$ cat config.mk
export PLATFORM = sky130hd
export DESIGN_NAME = fc_func
export DESIGN_NICKNAME = d
export VERILOG_FILES = /design/src/rtl/fc_func.sv
export SDC_FILE = /design/constraint.sdc
export NUM_CORES = 1
export LEC_CHECK = 0
export ABC_AREA = 1
export CAP_MARGIN = 20
export CORE_MARGIN = 8
export CORE_UTILIZATION = 49
export DETAILED_ROUTE_END_ITERATION = 10
export PLACE_DENSITY = 0.79
export SLEW_MARGIN = 10
export SYNTH_ARGS = -nofsm -noshare
export SYNTH_HDL_FRONTEND = slang
export SYNTH_SLANG_ARGS = --single-unit
$ cat constraint.sdc
create_clock -name clk -period 1.6 [get_ports clk]
set_input_delay 0.32 -clock clk [delete_from_list [all_inputs] [get_ports clk]]
set_output_delay 0.32 -clock clk [all_outputs]
set_load 0.03 [all_outputs]
$ cat src/rtl/fc_func.sv
// ============================================================================
// Module   : fc_func
// Purpose  : FC-layer output stage. Drains the OBUF one element per cycle,
//            applies ReLU, right-shift requantisation and unsigned saturation,
//            packs the activations into BUS_WIDTH words for the next layer's
//            IBUF, then starts the next layer with a level handshake.
// Revision : 1.0 - initial release
// ============================================================================
`default_nettype none

module fc_func #(
    parameter int DATA_SIZE      = 8,
    parameter int XBAR_SIZE      = 256,
    parameter int OBUF_DATA_SIZE = 2*DATA_SIZE + $clog2(XBAR_SIZE),
    parameter int BUS_WIDTH      = 16,
    parameter int NUM_OUTPUTS    = 32,
    parameter int SHIFT          = 4,
    localparam int EPW           = BUS_WIDTH / DATA_SIZE,
    localparam int NUM_WORDS     = (NUM_OUTPUTS + EPW - 1) / EPW,
    localparam int OBUF_AW       = (NUM_OUTPUTS > 1) ? $clog2(NUM_OUTPUTS) : 1,
    localparam int IBUF_AW       = (NUM_WORDS > 1) ? $clog2(NUM_WORDS) : 1,
    localparam int LANE_W        = (EPW > 1) ? $clog2(EPW) : 1
) (
    input  logic                      clk,
    input  logic                      rst,
    input  logic                      i_start,
    output logic                      o_ready,
    output logic                      o_obuf_re,
    output logic [OBUF_AW-1:0]        o_obuf_addr,
    input  logic [OBUF_DATA_SIZE-1:0] i_obuf_data,
    output logic                      o_ibuf_we,
    output logic [IBUF_AW-1:0]        o_ibuf_addr,
    output logic [BUS_WIDTH-1:0]      o_ibuf_data,
    input  logic                      i_next_ready,
    output logic                      o_next_start
);

    localparam logic [2:0] S_IDLE  = 3'd0;
    localparam logic [2:0] S_WAIT  = 3'd1;
    localparam logic [2:0] S_READ  = 3'd2;
    localparam logic [2:0] S_DRAIN = 3'd3;
    localparam logic [2:0] S_START = 3'd4;

    localparam logic [DATA_SIZE-1:0] C_SAT_MAX = {DATA_SIZE{1'b1}};

    logic [2:0]           state_q,    state_d;
    logic [OBUF_AW-1:0]   rd_cnt_q,   rd_cnt_d;
    logic                 vld_q,      vld_d;
    logic                 vld_last_q, vld_last_d;
    logic [LANE_W-1:0]    lane_q,     lane_d;
    logic [IBUF_AW-1:0]   word_q,     word_d;
    logic [BUS_WIDTH-1:0] pack_q,     pack_d;
    logic                 ibuf_we_q,  ibuf_we_d;
    logic [IBUF_AW-1:0]   ibuf_addr_q, ibuf_addr_d;
    logic [BUS_WIDTH-1:0] ibuf_data_q, ibuf_data_d;

    logic                             w_last_rd;
    logic                             w_final_wr;
    logic                             w_lane_end;
    logic signed [OBUF_DATA_SIZE-1:0] w_x;
    logic signed [OBUF_DATA_SIZE-1:0] w_y;
    logic [DATA_SIZE-1:0]             w_r;
    logic [BUS_WIDTH-1:0]             w_pack_next;

    assign w_last_rd  = (rd_cnt_q == OBUF_AW'(NUM_OUTPUTS - 1));
    // The last word's write is the only write with the top address in a pass.
    assign w_final_wr = ibuf_we_q && (ibuf_addr_q == IBUF_AW'(NUM_WORDS - 1));
    // A word closes on its top lane, or early on the last element of the pass.
    assign w_lane_end = vld_last_q || (lane_q == LANE_W'(EPW - 1));

    // State and datapath registers with synchronous reset (aborts any pass).
    always_ff @(posedge clk) begin
        if (rst) begin
            state_q     <= S_IDLE;
            rd_cnt_q    <= '0;
            vld_q       <= 1'b0;
            vld_last_q  <= 1'b0;
            lane_q      <= '0;
            word_q      <= '0;
            pack_q      <= '0;
            ibuf_we_q   <= 1'b0;
            ibuf_addr_q <= '0;
            ibuf_data_q <= '0;
        end else begin
            state_q     <= state_d;
            rd_cnt_q    <= rd_cnt_d;
            vld_q       <= vld_d;
            vld_last_q  <= vld_last_d;
            lane_q      <= lane_d;
            word_q      <= word_d;
            pack_q      <= pack_d;
            ibuf_we_q   <= ibuf_we_d;
            ibuf_addr_q <= ibuf_addr_d;
            ibuf_data_q <= ibuf_data_d;
        end
    end

    // Next-state logic: wait for a free next layer, read, drain, hand off.
    always_comb begin
        state_d = state_q;
        case (state_q)
            S_IDLE:  if (i_start)       state_d = S_WAIT;
            S_WAIT:  if (i_next_ready)  state_d = S_READ;
            S_READ:  if (w_last_rd)     state_d = S_DRAIN;
            S_DRAIN: if (w_final_wr)    state_d = S_START;
            S_START: if (!i_next_ready) state_d = S_IDLE;
            default:                    state_d = S_IDLE;
        endcase
    end

    // Handshake outputs are pure functions of the state.
    always_comb begin
        o_ready      = (state_q == S_IDLE);
        o_obuf_re    = (state_q == S_READ);
        o_next_start = (state_q == S_START);
    end

    assign o_obuf_addr = rd_cnt_q;
    assign o_ibuf_we   = ibuf_we_q;
    assign o_ibuf_addr = ibuf_addr_q;
    assign o_ibuf_data = ibuf_data_q;

    // ReLU + floor shift + saturation; negatives clamp to zero before shifting.
    always_comb begin
        w_x = $signed(i_obuf_data);
        w_y = w_x >>> SHIFT;
        if (w_x[OBUF_DATA_SIZE-1]) begin
            w_r = '0;
        end else if (|w_y[OBUF_DATA_SIZE-1:DATA_SIZE]) begin
            w_r = C_SAT_MAX;
        end else begin
            w_r = w_y[DATA_SIZE-1:0];
        end
        w_pack_next = pack_q;
        w_pack_next[int'(lane_q)*DATA_SIZE +: DATA_SIZE] = w_r;
    end

    // Read address sequencing, element pipeline, lane packing and word writes.
    always_comb begin
        rd_cnt_d    = rd_cnt_q;
        vld_d       = (state_q == S_READ);
        vld_last_d  = (state_q == S_READ) && w_last_rd;
        lane_d      = lane_q;
        word_d      = word_q;
        pack_d      = pack_q;
        ibuf_we_d   = 1'b0;
        ibuf_addr_d = ibuf_addr_q;
        ibuf_data_d = ibuf_data_q;

        if (state_q == S_READ) begin
            rd_cnt_d = w_last_rd ? '0 : rd_cnt_q + 1'b1;
        end

        if (state_q == S_IDLE) begin
            word_d = '0;
        end

        if (vld_q) begin
            if (w_lane_end) begin
                ibuf_we_d   = 1'b1;
                ibuf_addr_d = word_q;
                ibuf_data_d = w_pack_next;
                pack_d      = '0;
                lane_d      = '0;
                word_d      = word_q + 1'b1;
            end else begin
                pack_d = w_pack_next;
                lane_d = lane_q + 1'b1;
            end
        end
    end

endmodule

`default_nettype wire

; After elaboration in Yosys (flattened, before gate mapping)
; Cells that the tools add are included.
; W data, S select, Z words.
[op_classes]
add_sub_neg = 4
n_mux = 16
shifts = 2
reduce_logical = 8
n_bitwise = 1
eq_ne = 11
[ops]
columns = operator, n
row1 = $neg A4 Y33, 1
row2 = $shift A8 B33 Y16 const A, 1
row3 = $shiftx A8 B33 Y16, 1
row4 = $bwmux W16, 1
row5 = $mux W16, 1
row6 = $mux W8, 2
row7 = $mux W3, 5
row8 = $pmux W3 S5, 1
row9 = $mux W4, 3
row10 = $reduce_or A12 Y1, 1
row11 = $ne A2 B2 Y1 const B, 4
row12 = $eq A3 B2 Y1 const B, 2
row13 = $add A5 B1 Y5 const B, 1
row14 = $eq A5 B5 Y1 const B, 1
row15 = $mux W5, 1
row16 = $reduce_and A5 Y1, 1
row17 = $add A4 B1 Y4 const B, 1
row18 = $eq A4 B4 Y1 const B, 1
row19 = $eq A3 B1 Y1 const B, 1
row20 = $eq A3 B3 Y1 const B, 1
row21 = $logic_not A3 Y1, 1
row22 = $logic_and A1 B1 Y1, 2
row23 = $mux W1, 2
row24 = $ne A2 B1 Y1 const B, 1
row25 = other kinds (5), 5
[totals]
reg_bits = 52

; Depth between registers and ports, before layout
[depth]
depth_word = 6
ltp_mapped = 12
ltp_nobuf = 12

; Worst setup path after synthesis
; Ideal clock, no wire load.
[synth_path]
kind = register -> register
startpoint = register rd_cnt_q[0], in the netlist o_obuf_addr[0]
endpoint = register state_q[0]
setup_ns = 0.113
arrival_time_ns = 1.537
slack_ns = -0.050
stages_incl_launch_ff = 12
n_path_buf = 0
cell_sequence = dfxtp_1 ha_1 nand2_1 nor2_1 ha_1 inv_1 nand3_2 nand2_1 nor2_2 nand2_1 nor2_1 nor2_1
[synth_between]
elab_chain_cells = 3
[synth_lines]
columns = element, line
row1 = start: declaration, 47  ; logic [OBUF_AW-1:0] rd_cnt_q, rd_cnt_d;
row2 = start signal: assignment, 86  ; rd_cnt_q <= rd_cnt_d;
row3 = $eq A5 B5 Y1, 65  ; assign w_last_rd = (rd_cnt_q == OBUF_AW'(NUM_OUTPUTS - 1));
row4 = $ne A2 B1 Y1 (no source line), n/a
row5 = $reduce_and A5 Y1 (no source line), n/a
row6 = end signal: assignment, 85  ; state_q <= state_d;
row7 = end: declaration, 46  ; logic [2:0] state_q, state_d;
; No other way between the ends.
; A chain may end at the register's enable or synchronous reset.

; Worst setup path after layout
[layout_path]
startpoint = register state_q[1]
endpoint = output port o_obuf_re
[layout_between]
elab_chain_cells = 1
[layout_lines]
columns = element, line
row1 = $eq A3 B2 Y1, 114  ; o_obuf_re = (state_q == S_READ);
row2 = end: declaration, 28  ; output logic o_obuf_re,
; No other way between the ends.

==> flow_metrics.env <==
export IMPL_outcome="finished clean"
export IMPL_p_seq_share_pct=45.6
export IMPL_start_util_pct=49.9
export IMPL_drt_iter0_markers=148
export IMPL_fillers=403
export IMPL_hold_violations=0
export IMPL_fin_nets=416
export IMPL_finClkSkew_ns=0.00418
export IMPL_grt_pass1_vias=2159
export IMPL_synth_avg_cell_area_sq_um=7.13
export IMPL_clock_sinks=52
export IMPL_seqCellArea_sq_um=1050
export IMPL_critPathKind="register to output pin"
export IMPL_synth_compound_area_share_pct=10.7
export IMPL_p_sw_mw=1.00
export IMPL_track_usage_pct=15.5
export IMPL_synth_area_mux_share_pct=0
export IMPL_ant_nets=0
export IMPL_dpl_worst_slack_ns=-0.0604
export IMPL_worst_pin_slew_ns=0.571
export IMPL_cap_violations=0
export IMPL_port_buffers=52
export IMPL_num_rows=25
export IMPL_worst_hold_slack_ns=0.446
export IMPL_ys_warn_count=0
export IMPL_setup_slack_ns=0.0490
export IMPL_grt_overflow=0
export IMPL_p_clk_share_pct=27.9
export IMPL_hold_path_class="register to register"
export IMPL_core_area_sq_um=4630
export IMPL_syn_nets=355
export IMPL_firstDrtPassIters=6
export IMPL_slew_violations=0
export IMPL_yosysSeqAreaShare_pct=45.1
export IMPL_gp_congestion=0.826
export IMPL_die_y_um=84.7
export IMPL_dieWidth_um=84.7
export IMPL_worst_endpoint_arrival_ns=1.23
export IMPL_netlist_area_sq_um=2310
export IMPL_final_setup_viol_count=0
export IMPL_grt_pass1_wl_um=9230
export IMPL_internal_power_mw=2.17
export IMPL_cts_made_buffers=5
export IMPL_final_cell_count_no_fill=440
export IMPL_ios=57
export IMPL_synth_top_family_by_area="simple AND/OR/NAND/NOR gates"
export IMPL_multi_input_area_sq_um=1120
export IMPL_cts_max_level=2
export IMPL_synth_adder_area_share_pct=1.63
export IMPL_pwr_share_comb_pct=26.5
export IMPL_synthSimpleGateAreaFrac_pct=33.8
export IMPL_drive_above_1_share_pct=13.7
export IMPL_cp_start_kind="register"
export IMPL_powerDensity_nw_per_um2=1030
export IMPL_path_max_fanout=4
export IMPL_dp_hpwl_um=3890
export IMPL_antenna_found_initial=0
export IMPL_drc_errors=0
export IMPL_num_vias=2215
export IMPL_clock_path_buffers=2
export IMPL_viasPerCell=5.03
export IMPL_syn_to_final_growth_pct=33.2
export IMPL_min_period_ns=1.55
export IMPL_wire_per_inst_um=12.6
export IMPL_synth_seq_cells=52
export IMPL_synthCells=324
export IMPL_synthXorXnorAreaFrac_pct=0
export IMPL_slew_headroom_pct=61.9
export IMPL_wl_um=5530
export IMPL_synth_cell_types=28
export IMPL_cts_tree="done"
export IMPL_ir_drop_mv=0.467
export IMPL_path_clk_slew_ns=0.09
export IMPL_grt_max_degree=22
export IMPL_netSwitchingFraction_pct=31.6
export IMPL_cp_data_required_time_ns=1.28
export IMPL_fmax_mhz=645
export IMPL_die_area_sq_um=7170
export IMPL_rrSetupSlack_ns=0.07
export IMPL_power_leakage_nw=1.45
export IMPL_fin_crit_sh_pct=96.9
export IMPL_diodes=0
export IMPL_root_buffer="clkbuf_8"
export IMPL_clock_latency_ns=0.30
export IMPL_dp_cells=428
export IMPL_cp_end_kind="output pin"
-- cells in the mapped netlist --
cell       n  area [sq um]
nand2_1   91           342
buf_6      4          45.0
dfxtp_1   52          1040
nand3b_1   1          7.51
o21ai_0   14          70.1
clkbuf_1   5          18.8
buf_1      1          3.75
nand2_2    1          6.26
o21ai_1    1          5.00
a211oi_1   2          15.0
and2_1     2          12.5
nor3b_1    1          7.51
nand3_1   28           140
o31ai_2    1          12.5
nor3_1     3          15.0
ha_1       3          37.5
inv_2      3          11.3
nand4_1    1          6.26
buf_4      1          7.51
buf_2      3          15.0
nor3_2     1          10.0
nor2_2     2          12.5
nand3_2    1          10.0
nor2_8     1          20.0
a21oi_1   29           145
inv_1     27           101
nor2_1    42           158
nor2_4     3          33.8
-- stage by stage --
step / TNS (ns) / power [mW] / util (%) / cell area [sq um]
final: 0 / 3.17 / 66.5 / 3080
after CTS: -0.134 / 3.08 / 64.1 / 2970
after global placement: -0.298 / 2.20 / 62.5 / 2890
after detailed placement: -0.495 / 2.21 / 62.5 / 2890
after floorplan: 0 / 1.97 / - / 2310
after global routing: -0.0314 / 3.33 / 66.5 / 3080
-- logic make-up (layout without fill, tap and decap cells) --
group	count (synthesis)	count (layout)
AO/OA/AOI/OAI	47	47
adder cells (fa/ha/maj)	3	3
buffers and inverters	44	106
flip-flops	52	52
AND/OR/NAND/NOR	178	178
-- metal layers --
metal / up-vias / GRT usage [%] / wire length (um)
met5: - / 0 / 0
met3: 8 / 6.05 / 453
met2: 71 / 25.2 / 2510
met4: 0 / 6.31 / 92
li1: 1144 / - / -
met1: 992 / 17.7 / 2480
-- what timing repair did --
action	in CTS	in global routing
pin swaps	0	6
setup buffers	0	4
setup endpoints to repair	28	11
hold buffers	0	0
resized for setup	26	22
-- power by group through the flow --
stage / clock, mW / combinational, mW / sequential (mW)
2_1_floorplan: 0 / 0.505 / 1.46
3_3_place_gp: 0 / 0.750 / 1.45
3_5_place_dp: 0 / 0.757 / 1.45
4_1_cts: 0.903 / 0.752 / 1.42
5_1_grt: 0.949 / 0.922 / 1.46
6_report: 0.882 / 0.840 / 1.45
-- final cells by class --
cell class	instances	area share, %
tap	54	2.20
clock buffer	6	2.36
multi-input combinational	228	36.3
timing repair buffer	68	19.9
inverter	30	3.82
clock inverter	2	1.14
sequential	52	34.3
-- flip-flops by register name (all words and copies together), names as in the netlist --
signal / flops
o_ibuf_addr: 4
pack_q: 16
o_ibuf_we: 1
state_q: 3
o_obuf_addr: 5
word_q: 4
vld_q: 1
vld_last_q: 1
lane_q: 1
o_ibuf_data: 16
-- worst max-delay path, stage by stage (launching register included) --
cell     delay (ns)
dfxtp_4        0.38
inv_1          0.08
nor2_4         0.14
nand2_2        0.07
inv_2          0.09
buf_4          0.16
-- placed cells by master, fill, tap and decap left out --
cell,instances
buf_4,18
o21ai_1,1
nor2_1,39
nor3_1,3
nand2_2,3
nand2_1,89
and2_1,2
dfxtp_1,47
clkbuf_1,1
dfxtp_2,2
nand3b_1,1
clkinv_2,1
a21oi_1,29
nand3_4,1
nor2_8,1
ha_1,1
nor2_4,6
clkbuf_8,5
a211oi_1,2
dfxtp_4,3
nor3_2,1
ha_4,1
nand4_1,1
dlygate4sd2_1,26
inv_2,3
inv_1,25
inv_4,2
nor3b_1,1
ha_2,1
o21ai_0,14
bufinv_16,1
nand3_1,28
o31ai_2,1
buf_12,1
clkdlybuf4s50_1,23
nor2_2,2
-- worst paths after layout --
check / from / endpoint / cells past startpoint
hold reg to reg: pack_q[14]$_SDFFE_PP0P_ / pack_q[14]$_SDFFE_PP0P_ / 2
setup reg to reg: o_obuf_addr[1]$_SDFFE_PP0N_ / state_q[0]$_SDFFE_PP0P_ / 11
hold / removal: pack_q[14]$_SDFFE_PP0P_ / pack_q[14]$_SDFFE_PP0P_ / 2
setup / recovery: state_q[1]$_SDFFE_PP0P_ / o_obuf_re / 5
(Power assumes the default switching activity.)
